`src/rtl/seq_det_pkg.sv`:
```
// seq_det_pkg -- shared constants for the serial pattern detector.
//   PAT_LEN_MIN / PAT_LEN_MAX : legal pattern-length range
//   fill_w()                  : width of a counter that must hold 0..pat_len
package seq_det_pkg;

  localparam int PAT_LEN_MIN = 2;
  localparam int PAT_LEN_MAX = 16;

  // The fill counter saturates at pat_len, so it needs pat_len+1 codes.
  function automatic int fill_w(input int pat_len);
    return $clog2(pat_len + 1);
  endfunction

endpackage

```
`src/rtl/seq_detector_param_if.sv`:
```
// seq_detector_param_if -- serial data / config / result bundle of the detector.
//   in_seq      : serial data bit
//   in_en       : qualifies in_seq
//   overlap     : 1 = overlapping detection, 0 = non-overlapping
//   cfg_load    : load cfg_pattern on this edge
//   cfg_pattern : new pattern, bit [PAT_LEN-1] is received first
//   out_seq     : registered one-cycle match pulse
//   match_cnt   : saturating match count (zero unless SEQ_DET_COUNT_EN)
// Modports: master = stimulus side, slave = detector side.
interface seq_detector_param_if #(
  parameter int PAT_LEN = 3,
  parameter int CNT_W   = 8
);
  logic               in_seq;
  logic               in_en;
  logic               overlap;
  logic               cfg_load;
  logic [PAT_LEN-1:0] cfg_pattern;
  logic               out_seq;
  logic [CNT_W-1:0]   match_cnt;

  modport master (
    output in_seq, in_en, overlap, cfg_load, cfg_pattern,
    input  out_seq, match_cnt
  );

  modport slave (
    input  in_seq, in_en, overlap, cfg_load, cfg_pattern,
    output out_seq, match_cnt
  );
endinterface

```
`src/rtl/seq_detector_param.sv`:
```
// seq_detector_param -- parameterised serial pattern detector.
// Shifts qualified bits into a PAT_LEN-bit history and pulses out_seq for one
// cycle when the history equals the active pattern and at least PAT_LEN bits
// have been collected since reset / load / the last non-overlapping match.
// Ports:
//   clk   : clock, rising edge
//   reset : asynchronous active-low reset
//   bus   : seq_detector_param_if.slave (data, config, out_seq, match_cnt)
// Build option: define SEQ_DET_COUNT_EN to compile in the saturating match
// counter; otherwise match_cnt is tied to zero and no counter flops exist.
module seq_detector_param
  import seq_det_pkg::*;
#(
  parameter int               PAT_LEN = 3,
  parameter logic [PAT_LEN-1:0] PAT_RST = 3'b101,
  parameter int               CNT_W   = 8
) (
  input  logic                  clk,
  input  logic                  reset,
  seq_detector_param_if.slave   bus
);

  localparam int                FILL_W    = fill_w(PAT_LEN);
  localparam logic [FILL_W-1:0] FILL_FULL = FILL_W'(PAT_LEN);

  if (PAT_LEN < PAT_LEN_MIN || PAT_LEN > PAT_LEN_MAX) begin : g_bad_len
    $error("seq_detector_param: PAT_LEN out of range");
  end

  logic [PAT_LEN-1:0] r_hist, r_pat;
  logic [FILL_W-1:0]  r_fill;
  logic               r_out;

  logic [PAT_LEN-1:0] w_shift, w_hist_nxt, w_pat_nxt;
  logic [FILL_W-1:0]  w_fill_inc, w_fill_nxt;
  logic               w_match;

  assign w_shift    = {r_hist[PAT_LEN-2:0], bus.in_seq};
  assign w_fill_inc = (r_fill == FILL_FULL) ? FILL_FULL : r_fill + FILL_W'(1);

  // Load has priority over data: the bit on a load edge is dropped even if
  // in_en is high, and the fill restart guarantees no stale match.
  always_comb begin
    w_hist_nxt = r_hist;
    w_fill_nxt = r_fill;
    w_pat_nxt  = r_pat;
    w_match    = 1'b0;
    if (bus.cfg_load) begin
      w_pat_nxt  = bus.cfg_pattern;
      w_fill_nxt = '0;
    end else if (bus.in_en) begin
      w_hist_nxt = w_shift;
      w_fill_nxt = w_fill_inc;
      w_match    = (w_shift == r_pat) && (w_fill_inc == FILL_FULL);
      // Non-overlapping: history bits may stay, the cleared fill masks them.
      if (w_match && !bus.overlap) w_fill_nxt = '0;
    end
  end

  always_ff @(posedge clk or negedge reset) begin
    if (!reset) begin
      r_hist <= '0;
      r_fill <= '0;
      r_pat  <= PAT_RST;
      r_out  <= 1'b0;
    end else begin
      r_hist <= w_hist_nxt;
      r_fill <= w_fill_nxt;
      r_pat  <= w_pat_nxt;
      r_out  <= w_match;
    end
  end

  assign bus.out_seq = r_out;

`ifdef SEQ_DET_COUNT_EN
  logic [CNT_W-1:0] r_cnt;

  // Saturates at all-ones; cfg_load intentionally leaves it alone.
  always_ff @(posedge clk or negedge reset) begin
    if (!reset)                     r_cnt <= '0;
    else if (w_match && ~&r_cnt)    r_cnt <= r_cnt + CNT_W'(1);
  end

  assign bus.match_cnt = r_cnt;
`else
  assign bus.match_cnt = {CNT_W{1'b0}};
`endif

endmodule

```
`src/flat_wrapper.sv`:
```
// flat-port wrapper written by rule: the top's interface ports become plain ports
module seq_detector_param_flat import seq_det_pkg::*;
#(
  parameter int               PAT_LEN = 3,
  parameter logic [PAT_LEN-1:0] PAT_RST = 3'b101,
  parameter int               CNT_W   = 8
)
  (clk, reset, bus_in_seq, bus_in_en, bus_overlap, bus_cfg_load, bus_cfg_pattern, bus_out_seq, bus_match_cnt);
  seq_detector_param_if #(.PAT_LEN(PAT_LEN), .CNT_W(CNT_W)) bus_i ();
  input  logic clk;
  input  logic reset;
  input wire logic [$bits(bus_i.in_seq)-1:0] bus_in_seq;
  input wire logic [$bits(bus_i.in_en)-1:0] bus_in_en;
  input wire logic [$bits(bus_i.overlap)-1:0] bus_overlap;
  input wire logic [$bits(bus_i.cfg_load)-1:0] bus_cfg_load;
  input wire logic [$bits(bus_i.cfg_pattern)-1:0] bus_cfg_pattern;
  output wire logic [$bits(bus_i.out_seq)-1:0] bus_out_seq;
  output wire logic [$bits(bus_i.match_cnt)-1:0] bus_match_cnt;
  assign bus_i.in_seq = bus_in_seq;
  assign bus_i.in_en = bus_in_en;
  assign bus_i.overlap = bus_overlap;
  assign bus_i.cfg_load = bus_cfg_load;
  assign bus_i.cfg_pattern = bus_cfg_pattern;
  assign bus_out_seq = bus_i.out_seq;
  assign bus_match_cnt = bus_i.match_cnt;
  seq_detector_param #(.PAT_LEN(PAT_LEN), .PAT_RST(PAT_RST), .CNT_W(CNT_W)) u_core (.clk(clk), .reset(reset), .bus(bus_i));
endmodule
```
`config.mk`:
```
export PLATFORM = sky130hd
export DESIGN_NAME = seq_detector_param_flat
export DESIGN_NICKNAME = d
export VERILOG_FILES = /design/src/rtl/seq_det_pkg.sv /design/src/rtl/seq_detector_param_if.sv /design/src/rtl/seq_detector_param.sv /design/src/flat_wrapper.sv
export SDC_FILE = /design/constraint.sdc
export NUM_CORES = 1
export LEC_CHECK = 0
export CORE_AREA = 4 4 41 43
export DETAILED_ROUTE_END_ITERATION = 8
export DIE_AREA = 0 0 45 47
export GPL_TIMING_DRIVEN = 0
export PLACE_DENSITY = 0.65
export SLEW_MARGIN = 10
export SYNTH_ARGS = -nofsm -noshare
export SYNTH_HDL_FRONTEND = slang
export SYNTH_SLANG_ARGS = --single-unit
```
`constraint.sdc`:
```
create_clock -name clk -period 1.1 [get_ports clk]
set_input_delay 0.165 -clock clk [delete_from_list [all_inputs] [get_ports clk]]
set_output_delay 0.165 -clock clk [all_outputs]
set_load 0.01 [all_outputs]
```
# After elaboration in Yosys (flattened, before gate mapping)

Cells that the tools add are included.

$add $sub $neg: 1
Eq/ne operators: 3
Muxes and demuxes: 6
Bitwise logic cells: 1
Reductions and logical operators: 5

Operators with widths:

| operator                                                       | number |
|---|---|
| 2-bit two-way mux                                              | 4 |
| 2-bit equality test (second input constant)                    | 2 |
| 3-bit equality test                                            | 1 |
| 2-bit by 1-bit adder with 2-bit output (second input constant) | 1 |
| 1-bit logical AND                                              | 2 |
| 1-bit two-way mux                                              | 2 |
| 2-bit AND reduction                                            | 1 |
| 2-bit nonzero test                                             | 1 |
| 1-bit zero test                                                | 1 |
| 1-bit NOT                                                      | 1 |

Register bits: 8
Bits of input ports: 9
Output and inout port bits: 9
Word-level logic and storage cells: 20

# Logic depth before layout (Yosys ltp)

Word-level depth: 8
Mapped depth: 3
Depth with buffers taken out: 3

# Worst setup path after synthesis

Ideal clock, no wire load.

Kind: register to register
Start point: register u_core.r_pat[0]
End point: register u_core.r_fill[0]
Library setup time: 121 ps
Arrival time: 911 ps
Data required time: 979 ps
Setup slack: 67 ps
Cell stages (with the launch flop): 4
Path buffers: 0
Period minus slack after synthesis: 1033 ps
Cells stage by stage: dfstp_2 > xnor2_1 > and4_4 > nor3_1

Word-level cells in the longest chain between the ends: 6

RTL lines:

| item                   | RTL line                 | source |
|---|---|---|
| start, declared        | seq_detector_param.sv:30 | `logic [PAT_LEN-1:0] r_hist, r_pat;` |
| start signal, assigned | seq_detector_param.sv:69 | `r_pat <= w_pat_nxt;` |
| 3-bit equality test    | seq_detector_param.sv:54 | `w_match = (w_shift == r_pat) && (w_fill_inc == FILL_FULL);` |
| 1-bit logical AND      | seq_detector_param.sv:54 |  |
| 1-bit logical AND      | seq_detector_param.sv:56 | `if (w_match && !bus.overlap) w_fill_nxt = '0;` |
| 2-bit two-way mux      | seq_detector_param.sv:56 |  |
| 2-bit two-way mux      | seq_detector_param.sv:51 | `end else if (bus.in_en) begin` |
| 2-bit two-way mux      | seq_detector_param.sv:48 | `if (bus.cfg_load) begin` |
| end signal, assigned   | seq_detector_param.sv:68 | `r_fill <= w_fill_nxt;` |
| end, declared          | seq_detector_param.sv:31 | `logic [FILL_W-1:0] r_fill;` |

No other way between the ends. The select of a mux whose other input is x is not followed.
A chain may end at the register's enable or synchronous reset.

# Worst setup path in the final report

Start point: input bus_in_en
End point: register u_core.r_fill[1]

Word-level cells in the longest chain between the ends: 1

RTL lines:

| item                         | RTL line           | source |
|---|---|---|
| start, declared              | flat_wrapper.sv:13 | `input wire logic [$bits(bus_i.in_en)-1:0] bus_in_en;` |
| 2-bit nonzero test (no line) | --                 |  |

No other way between the ends.

==> flow_metrics.py <==
metrics = {
    "clock_tree": {
        "cts_sinks": 8,
        "path_clk_slew_ns": 0.05,
        "clock_path_buffers": 2,
        "cts_tree": "yes",
        "root_buffer": "clkbuf_4",
        "cts_inserted_buffers": 3,
        "clkLatencyLatePin_ns": 0.25,
        "htreeDepth": 1,
        "holdBufCountCts": 0,
        "post-cts-setup-buffers": 0,
    },
    "power_and_ir_drop": {
        "p_sw_share_pct": 24.9,
        "p_total_uw": 743,
        "p_clk_share_pct": 29.7,
        "cell_internal_pwr_uw": 558,
        "switching_power_uw": 185,
        "ir_drop_mv": 0.604,
        "power_density_nw_per_um2": 1250,
        "p_leak_nw": 0.288,
        "p_seq_share_pct": 48.4,
        "power_frac_comb_pct": 21.9,
    },
    "final_layout": {
        "final_util_pct": 45.8,
        "final_nets": 65,
        "final_cell_mix": "buf_4, conb_1, clkdlybuf4s50_1, dfrtp_1, mux2_2",
        "drive_gt1_share_pct": 42.6,
        "postLayoutCellArea_um2": 596,
        "synthToLayoutAreaGrowth_pct": 41.7,
        "insertedDiodeCount": 0,
    },
    "global_route": {
        "grt_pass1_vias": 258,
        "grt_max_degree": 9,
        "antenna_found_initial": 0,
        "grt.total_usage_pct": 7.90,
        "grt_remaining_overflow": 0,
        "grt_pass1_wl_um": 1090,
    },
    "yosys": {
        "synth_cell_type_count": 15,
        "yosysTopAreaCell": "dfrtp_1",
        "avgSynthCellArea_um2": 12.0,
        "yosys_warnings": 0,
        "synth_top_family_by_area": "simple AND/OR/NAND/NOR gates",
        "synthAdderAreaFrac_pct": 0,
        "synth_top_area_share_pct": 35.7,
        "synth.area.mux_share_pct": 13.4,
        "syn_inst": 35,
        "synth_xor_area_share_pct": 6.25,
        "ys_seq_elements": 8,
        "ys_seq_area_share_pct": 48.2,
        "post_synth_instance_area_um2": 420,
        "synth_area_leaders": "dfrtp_1, buf_4, mux2_2",
        "synth-compound-area-share_pct": 2.38,
        "synth_simple_gate_area_share_pct": 14.6,
    },
    "detailed_routing": {
        "vias_per_cell": 4.16,
        "drc": 0,
        "dr.pass1.iters": 2,
        "num_vias": 287,
        "first_iter_violations": 2,
        "routedWlPerCell_um": 10.5,
        "wl_um": 722,
        "drtAntennaViolNets": 0,
    },
    "critical_path": {
        "worstPathRequired_ns": 1.22,
        "arrival_ns": 1.22,
        "worstSetupPathType": "primary input to register",
        "path_max_fanout": 5,
        "cp-end-kind": "register",
        "cp-start-kind": "primary input",
    },
    "timing": {
        "period_share_pct": 99.7,
        "rsz0062_at_grt": "yes",
        "setup_tns_ns": 0,
        "hold_viol_final": 0,
        "max_freq_mhz": 912,
        "setup_ws_ns": 0.00302,
        "maxSlewViolCount": 0,
        "finalSetupViolCount": 0,
        "clock_skew_ns": 0.000262,
        "fin_crit_ns": 1.10,
    },
    "placement": {
        "pre_cts_ws_ns": -0.335,
        "placed_area_um2": 556,
        "io_buffers": 9,
        "gp_congestion": 0.708,
    },
    "floorplan": {
        "rows": 13,
        "start_util_pct": 32.3,
        "die_w_um": 45,
        "ios": 18,
        "core-area_um2": 1300,
        "dieArea_um2": 2120,
        "die_h_um": 47,
    },
    "run": {
        "cap_violations": 0,
    },
    "outcome": {
        "status": "finished clean",
    },
    "min_path": {
        "min_path_type": "primary input to asynchronous set/reset pin",
    },
}
## worst max-delay path, cell delays in order
cell             delay, ns
clkdlybuf4s50_1       0.58
and3b_1               0.20
and4_4                0.23
nor3_1                0.05
## cell usage after synthesis
cell,number
buf_4,8
dfrtp_1,6
mux2_2,5
xnor2_1,3
dfstp_2,2
nor3_1,2
a21oi_1,1
and3b_1,1
and4_4,1
conb_1,1
nand2b_4,1
nand3b_1,1
nand4_1,1
nor2_1,1
o21ai_0,1
## state kept, by name (all words and copies together) (netlist names)
register	cells
u_core.r_fill	2
u_core.r_hist	2
u_core.bus.out_seq	1
u_core.r_pat	3
## routing by layer
metal	track usage, %	wire [um]	vias up
met4	7.02	12	0
met2	12.1	354	13
li1	-	-	143
met3	3.07	90	2
met1	8.43	264	129
met5	0	0	-
## final cells by class
cell class                      count  area, um2
Sequential cell                     8        203
Multi-Input combinational cell     26        204
Timing Repair Buffer                9       87.6
Tap cell                           15       18.8
Buffer                              8       60.1
Fill cell                         139        706
Clock buffer                        3       22.5
## repair_timing
item | in CTS | in global routing
hold endpoints to repair | 0 | 0
pin swaps | 1 | 2
endpoints found under the setup margin | 5 | 2
resized for setup | 4 | 1
## logic make-up after synthesis
| family | after synthesis |
|---|---|
| AOI/OAI and AO/OA | 2 |
| DFF | 8 |
| and+or+nand+nor | 8 |
| buffers and inverters | 8 |
| muxes | 5 |
| xor gates and xnor gates | 3 |
| other | 1 |
## power by group through the flow
| stage | logic, mW | clock network (mW) | registers (mW) |
|---|---|---|---|
| floorplan | 0.101 | 0 | 0.354 |
| global placement | 0.144 | 0 | 0.358 |
| detailed placement | 0.150 | 0 | 0.360 |
| CTS | 0.160 | 0.233 | 0.360 |
| global route | 0.176 | 0.250 | 0.363 |
| finish | 0.163 | 0.221 | 0.359 |
## per-stage QoR
step	std cells	hold slack (ns)
2_1_floorplan	42	-0.131
3_3_place_gp	66	0.461
3_5_place_dp	66	0.472
4_1_cts	69	0.199
5_1_grt	69	0.224
6_report	69	0.195
## final timing paths
check	startpoint	end	slack, ns	cells after the start
setup / recovery	bus_in_en	u_core.r_fill[1]	0.003	4
hold / removal	reset	u_core.r_hist[0]	0.19	1
setup reg to reg	u_core.r_pat[0]	u_core.r_fill[1]	0.01	3
hold reg to reg	u_core.r_pat[1]	u_core.r_pat[1]	0.53	1
max in group asynchronous	reset	u_core.r_pat[0]	0.60	1
min in group clk	bus_cfg_load	u_core.r_fill[0]	0.39	2
No activity file was read; power rests on OpenSTA's default activity.
